`config.mk`:
```
export PLATFORM = sky130hd
export DESIGN_NAME = uart_rx_frame_timer
export DESIGN_NICKNAME = d
export VERILOG_FILES = /design/src/rtl/uart_rx_frame_timer.sv
export SDC_FILE = /design/constraint.sdc
export NUM_CORES = 1
export LEC_CHECK = 0
export ABC_AREA = 1
export CAP_MARGIN = 20
export CORE_MARGIN = 3
export CORE_UTILIZATION = 47
export DETAILED_ROUTE_END_ITERATION = 8
export PLACE_DENSITY = 0.68
export SYNTH_ARGS = -nofsm -noshare
export SYNTH_HDL_FRONTEND = slang
export SYNTH_SLANG_ARGS = --single-unit
```
`constraint.sdc`:
```
create_clock -name clk -period 7.1 [get_ports clk]
set_clock_uncertainty 0.05 [all_clocks]
set_input_delay 1.065 -clock clk [delete_from_list [all_inputs] [get_ports clk]]
set_output_delay 1.065 -clock clk [all_outputs]
set_load 0.005 [all_outputs]
```
`src/rtl/uart_rx_frame_timer.sv`:
```
// uart_rx_frame_timer: oversampling edge/bit timer for the UART receiver with runtime frame config.
// Define UART_RX_GLITCH_CHECK_EN to abort the frame when the start bit samples high.
module uart_rx_frame_timer #(
    parameter int PRESCALE_WIDTH     = 6,
    parameter int EDGE_COUNTER_WIDTH = 5,
    parameter int BIT_COUNTER_WIDTH  = 4,
    parameter int MAX_DATA_WIDTH     = 9
) (
    input  logic                          clk,
    input  logic                          rst,
    input  logic [PRESCALE_WIDTH-1:0]     prescale,
    input  logic [3:0]                    data_len,
    input  logic                          par_en,
    input  logic                          stop2,
    input  logic                          count_enable,
    input  logic                          sampled_bit,
    output logic [EDGE_COUNTER_WIDTH-1:0] edge_cnt,
    output logic [BIT_COUNTER_WIDTH-1:0]  bit_cnt,
    output logic [1:0]                    frame_field,
    output logic                          sample_enable,
    output logic                          sample_point,
    output logic                          bit_done,
    output logic                          frame_done,
    output logic                          cfg_err,
    output logic                          start_glitch
);
    typedef enum logic [1:0] {IDLE, RUN, HOLD} state_t;
    state_t state, state_nx;
    logic [PRESCALE_WIDTH-1:0] p_q, half, e;
    logic [3:0] dl_q;
    logic pe_q, s2_q, run, cfg_ok;
    logic [BIT_COUNTER_WIDTH-1:0] last_idx, dl_b;
    assign cfg_ok = (prescale == PRESCALE_WIDTH'(4) || prescale == PRESCALE_WIDTH'(8) ||
                     prescale == PRESCALE_WIDTH'(16) || prescale == PRESCALE_WIDTH'(32)) &&
                    data_len >= 4'd5 && data_len <= 4'(MAX_DATA_WIDTH);
    assign run = state == RUN && count_enable;
    assign e = PRESCALE_WIDTH'(edge_cnt);
    assign half = p_q >> 1;
    assign dl_b = BIT_COUNTER_WIDTH'(dl_q);
    // index of the final stop bit: data + optional parity + one or two stops
    assign last_idx = dl_b + BIT_COUNTER_WIDTH'(pe_q) + BIT_COUNTER_WIDTH'(s2_q) + BIT_COUNTER_WIDTH'(1);
    assign bit_done = run && e == p_q - 1'b1;
    assign frame_done = bit_done && bit_cnt == last_idx;
    assign sample_enable = run && e + PRESCALE_WIDTH'(2) >= half && e <= half;
    assign sample_point = run && e == half + 1'b1;
    assign frame_field = !run || bit_cnt == '0 ? 2'd0 :
                         bit_cnt <= dl_b ? 2'd1 :
                         pe_q && bit_cnt == dl_b + 1'b1 ? 2'd2 : 2'd3;
`ifdef UART_RX_GLITCH_CHECK_EN
    assign start_glitch = sample_point && bit_cnt == '0 && sampled_bit;
`else
    logic unused_sampled_bit;
    assign unused_sampled_bit = sampled_bit;
    assign start_glitch = 1'b0;
`endif
    always_comb begin
        state_nx = state;
        case (state)
            IDLE: if (count_enable) state_nx = cfg_ok ? RUN : HOLD;
            RUN: if (!count_enable || frame_done) state_nx = IDLE;
                 else if (start_glitch) state_nx = HOLD;
            default: if (!count_enable) state_nx = IDLE;
        endcase
    end
    always_ff @(posedge clk or posedge rst) begin
        if (rst) begin
            state    <= IDLE;
            p_q      <= PRESCALE_WIDTH'(16);
            dl_q     <= '0;
            pe_q     <= 1'b0;
            s2_q     <= 1'b0;
            cfg_err  <= 1'b0;
            edge_cnt <= '0;
            bit_cnt  <= '0;
        end else begin
            state <= state_nx;
            if (state == IDLE && count_enable) begin
                p_q     <= prescale;
                dl_q    <= data_len;
                pe_q    <= par_en;
                s2_q    <= stop2;
                cfg_err <= !cfg_ok;
            end else if (!count_enable) begin
                cfg_err <= 1'b0;
            end
            if (state == RUN && state_nx == RUN) begin
                edge_cnt <= bit_done ? '0 : edge_cnt + 1'b1;
                bit_cnt  <= bit_done ? bit_cnt + 1'b1 : bit_cnt;
            end else begin
                edge_cnt <= '0;
                bit_cnt  <= '0;
            end
        end
    end
endmodule

```
# Word-level counts from Yosys, hierarchy flattened
# Index checks and enable logic that the tools add are counted.
op_classes:
  n_addsub: 9
  n_mul: 0
  n_div: 0
  n_lt_le_gt_ge: 5
  n_eq_ne: 12
  n_shift: 0
  muxes: 14
  n_bitwise: 0
  reduce_logical: 21
op_table:
  columns: ["op", "count"]
  rows:
  - ["adder 4 x 1 -> 4 bit, second input constant", 3]
  - ["equality test 5 x 6 -> 1 bit", 2]
  - ["2-to-1 mux 2 bit", 6]
  - ["logical AND 1 bit", 11]
  - ["2-to-1 mux 5 bit", 2]
  - ["adder 4 x 1 -> 4 bit", 2]
  - ["equality test 4 bit", 2]
  - ["2-to-1 mux 4 bit", 2]
  - ["adder 5 x 1 -> 6 bit, second input constant", 1]
  - ["adder 5 x 2 -> 6 bit, second input constant", 1]
  - ["equality test 6 x 3 -> 1 bit, second input constant", 1]
  - ["equality test 6 x 4 -> 1 bit, second input constant", 1]
  - ["equality test 6 x 5 -> 1 bit, second input constant", 1]
  - ["equality test 6 bit, second input constant", 1]
  - [">= comparator 6 x 5 -> 1 bit", 1]
  - ["subtractor 6 x 1 -> 6 bit, second input constant", 1]
  - ["adder 5 x 1 -> 5 bit, second input constant", 1]
  - ["<= comparator 5 bit", 1]
  - ["logical OR 1 bit", 5]
  - ["equality test 2 x 1 -> 1 bit, second input constant", 2]
  - [">= comparator 4 x 3 -> 1 bit, second input constant", 1]
  - ["<= comparator 4 bit", 1]
  - ["<= comparator 4 bit, second input constant", 1]
  - ["logical NOT 4 bit", 1]
  - ["6 further kinds", 10]
word_totals:
  register_bits: 24
  latchBits: 0
  ramBits: 0
  rom_bits: 0
  inputBits: 16
  output_inout_bits: 17
  elab_cells: 69
  memories: 0

# Depth between registers and ports, before layout
logic_depth:
  depth_word: 12
  depth_mapped: 13
  mapped_depth_nobuf: 13

# Worst setup path after synthesis
# Ideal clock, no wire load.
synth_timing:
  kind: "register to output"
  startpoint: "reg dl_q[0], in the netlist dl_b[0]"
  endpoint: "out frame_done"
  arrival_ns: 2.085
  t_required_ns: 5.985
  setup_slack_ns: 3.900
  path_stages_with_launch: 12
  path_buffers: 0
  cell_sequence: "dfrtp_1 > inv_1 > ha_1 > inv_1 > ha_1 > fa_1 > or2_2 > a21oi_1 > nand3_1 > nor2_1 > nand2_2 > inv_1"
synth_via:
  elab_chain_len: 5
synth_lines:
  columns: ["element", "line", "source"]
  rows:
  - ["from (decl)", "30", "logic [3:0] dl_q;"]
  - ["from (signal assigned)", "79", "dl_q <= data_len;"]
  - ["adder 4 x 1 -> 4 bit (3 in series)", "41", "assign last_idx = dl_b + BIT_COUNTER_WIDTH'(pe_q) + BIT_COUNTER_WIDTH'(s2_q) + BIT_COUNTER_WIDTH'(1);"]
  - ["equality test 4 bit", "43", "assign frame_done = bit_done && bit_cnt == last_idx;"]
  - ["logical AND 1 bit", "43", null]
  - ["to (decl)", "23", "output logic frame_done,"]
# Every way passes these cells.

# Worst setup path in the final report
layout_timing:
  startpoint: "in count_enable"
  endpoint: "out frame_done"
layout_via:
  elab_chain_len: 3
layout_lines:
  columns: ["element", "line", "source"]
  rows:
  - ["from (decl)", "15", "input logic count_enable,"]
  - ["logical AND 1 bit", "36", "assign run = state == RUN && count_enable;"]
  - ["logical AND 1 bit", "42", "assign bit_done = run && e == p_q - 1'b1;"]
  - ["logical AND 1 bit", "43", null]
# Every way passes these cells.

==> metrics <==
number of fillers in the final layout 411; chip width 73.7 um; count of yosys warnings during synthesis 0; number of antenna-violating nets in the routed design 0; Clk Tree Root Cell sky130_fd_sc_hd__clkbuf_8; NumNets Final 380; sequential area share after synthesis 27.9%; antenna cells 0; maximum vdd ir drop 0.0970 mV; sum of overflow across all layers after global routing 0; final setup violation count 0; maximum buffer depth of the clock tree 2; latest clock arrival within the worst-skew pair 260 ps; half-perimeter wire length after detailed placement 3.84 mm; status finished clean; Final Instance Area 2540 sq um; number of antenna violations at the first check in global routing 0; power density relative to cell area 198 nW/um^2; average size of a mapped cell 6.95 sq um; minimum clock period after layout 4200 ps; worst hold path type reg2reg; Internal Power 0.000298 W; CTS sink count 24; Net Sw Power 0.000203 W; leak pwr 1.24 nW; highest-delay cell along the critical path sky130_fd_sc_hd__clkdlybuf4s50_1; clock network fraction of total power 18.2%; CP Cell Sequence clkdlybuf4s50_1 -> inv_2 -> nor2_4 -> nand2_1 -> nor2_2 -> nand3_2 -> nor2_4 -> nand2_2 -> inv_1 -> clkdlybuf4s50_1; element type at the critical path start input port; largest cells by area after synthesis sky130_fd_sc_hd__dfrtp_1 (27%), sky130_fd_sc_hd__nand2_1 (15%), sky130_fd_sc_hd__ha_1 (14%), sky130_fd_sc_hd__inv_1 (5.9%), sky130_fd_sc_hd__nor2_1 (5.6%); class of the most critical setup path in2out; final sum of negative setup slack 0 ps; count of H-tree levels built during CTS 1; setup repair after global routing missed its margin no; number of DRC violations after detailed-routing iteration 0 134; number of buffers inserted to repair setup after CTS 0; slew at the pin closest to its max-slew limit 935 ps; mean number of vias per cell 5.08; CP max FO 7; required time of the critical path 5980 ps; critical path buffer and inverter count 4; routed length per instance 12.4 um; reg-to-reg startpoint dl_b[0]; Crit path arrival time 3080 ps; Total Die Area 5430 sq um; 1st-pass router iterations 4; number of global-route vias before repair 1,809; flip-flop and latch count after synthesis 24; origin of the worst min-delay path s2_q; clock buffers created by TritonCTS 3; Core Box Area 4200 sq um; Top Family by Delay on Critical Path buffers and inverters; sequential cell area 602 sq um; RD Place Congestion 0.828; final max-slew violation count 0; Vias 1,971; Area Overhead vs Synth 17.9%; total of hold buffers inserted after clock tree synthesis 0; synthesized cell area 2150 sq um; portion of total power attributed to sequential cells 36.4%; num rows 23; post-CTS sizing 0; startpoint of the most critical setup path count_enable; Combinational Power Share 45.4%; smallest setup slack after layout 2900 ps; area share of the largest cell type after synthesis 26.7%; Max Freq 238 MHz; Tcrit/Tclk final 59.1%; buffers added on ports 30; post-synthesis net count 351; synthesized instance count 310; share of post-route cells with drive strength above 1 6.21%; number of remaining DRC errors 0; Final Hold Violating Endpoints 0; TritonCTS clock tree built; Post-Route WL 4.83 mm; clock slew seen by the registers of the worst setup and hold paths 80 ps; Die Ht 73.7 um; fraction of power spent switching nets 40.5%; pin count of the biggest net entering global routing 25; post-place instance area 2480 sq um; largest stage delay on the critical path 540 ps; first-pass GRT wire length 8.31 mm; multi-input combinational cell area 1370 sq um; io pins 33; top cell type by total area after synthesis sky130_fd_sc_hd__dfrtp_1; worst slew slack as a fraction of its limit 37.6%; max_cap viols 0; effective utilization at floorplan 51.3%; total global-route track usage 19.5%; capturing element type of the critical path output port; number of distinct library cells after synthesis 30; worst-case setup slack after placement 2900 ps
==> worst paths after layout <==
check,cells after the start,to,slack [ps]
hold / removal,2,s2_q,480
setup reg to reg,12,state[0],4570
hold reg to reg,2,s2_q,480
max in group asynchronous,2,edge_cnt[3],5170
setup / recovery,10,frame_done,2900
min in group asynchronous,2,state[0],1250
==> per-stage QoR <==
step / total power, W / hold slack (ps) / cells / util [%]
after CTS: 0.000503 / 482 / 388 / 60.4
after global placement: 0.000407 / 458 / 384 / 59.1
after detailed placement: 0.000413 / 458 / 384 / 59.1
after global routing: 0.000554 / 529 / 388 / 60.4
final: 0.000502 / 482 / 388 / 60.4
after floorplan: 0.000358 / 405 / 310 / -
==> flip-flops by register name, summed over array words and instances (netlist names) <==
name,flops
p_q,6
edge_cnt,5
bit_cnt,4
dl_b,4
state,2
cfg_err,1
pe_q,1
s2_q,1
==> per-layer routing <==
layer	global-route usage [%]	vias up	part of all wire [%]
met5	0	-	0
met4	5.43	0	0.35
met3	1.50	4	4.2
met2	27.4	38	43
met1	31.3	879	53
li1	-	1050	-
==> cell type report <==
| cell class | instances | share of cell area [%] |
|---|---|---|
| Clock buffer | 4 | 2.17 |
| Inverter | 39 | 5.77 |
| Multi-Input combinational cell | 241 | 54.1 |
| Sequential cell | 24 | 23.7 |
| Tap cell | 50 | 2.46 |
| Timing Repair Buffer | 30 | 11.8 |
==> power by group through the flow <==
stage                     Clock [W]  Sequential, W  Combinational (W)
after floorplan                   0       0.000174           0.000184
after global placement            0       0.000185           0.000222
after detailed placement          0       0.000185           0.000228
after CTS                 0.0000924       0.000182           0.000229
after global routing      0.0000989       0.000186           0.000269
final                     0.0000912       0.000182           0.000228
==> cells by family (layout without fill, tap and decap cells) <==
| family | Yosys count | in the layout | synth area share [%] |
|---|---|---|---|
| AOI/OAI and AO/OA | 38 | 38 | 9.47 |
| xor gates and xnor gates | 17 | 17 | 6.91 |
| adders and majority gates | 25 | 25 | 14.9 |
| buffers and inverters | 45 | 73 | 8.31 |
| DFF | 24 | 24 | 27.9 |
| other | 1 | 1 | 0.174 |
| and+or+nand+nor | 160 | 160 | 32.3 |
==> synth_stat cells, drive strengths merged <==
master,n
buf,4
nand2,90
ha,24
nor3,3
a31o,1
nand4,6
clkbuf,2
nand3,22
o31ai,1
o211ai,2
o21ai,22
a21oi,11
nor2,36
or2,2
fa,1
dfstp,1
conb,1
xor2,13
o21bai,1
dfrtp,23
inv,39
xnor2,4
nand3b,1
==> worst min-delay path, stage by stage, from the launching register on <==
cell and delay (ps):
sky130_fd_sc_hd__dfrtp_1 380, sky130_fd_sc_hd__nand2_1 60, sky130_fd_sc_hd__nand2_1 60
==> placed cells by master, fill, tap and decap left out <==
cell and n:
sky130_fd_sc_hd__nand2_1 88, sky130_fd_sc_hd__inv_1 34, sky130_fd_sc_hd__nor2_1 32, sky130_fd_sc_hd__clkdlybuf4s50_1 30, sky130_fd_sc_hd__ha_1 24, sky130_fd_sc_hd__dfrtp_1 23
sky130_fd_sc_hd__o21ai_0 22, sky130_fd_sc_hd__nand3_1 20, sky130_fd_sc_hd__xor2_1 13, sky130_fd_sc_hd__a21oi_1 11, sky130_fd_sc_hd__nand4_1 6, sky130_fd_sc_hd__inv_2 5
sky130_fd_sc_hd__xnor2_1 4, sky130_fd_sc_hd__clkbuf_8 4, sky130_fd_sc_hd__nor3_1 3, sky130_fd_sc_hd__o211ai_1 2, sky130_fd_sc_hd__or2_2 2, sky130_fd_sc_hd__nor2_2 2
sky130_fd_sc_hd__nor2_4 2, sky130_fd_sc_hd__nand3_2 2, sky130_fd_sc_hd__o31ai_1 1, sky130_fd_sc_hd__nand2_2 1, sky130_fd_sc_hd__nand2_4 1, sky130_fd_sc_hd__nand3b_1 1
sky130_fd_sc_hd__o21bai_1 1, sky130_fd_sc_hd__a31o_2 1, sky130_fd_sc_hd__fa_1 1, sky130_fd_sc_hd__conb_1 1, sky130_fd_sc_hd__dfstp_2 1
(Power assumes the default switching activity.)
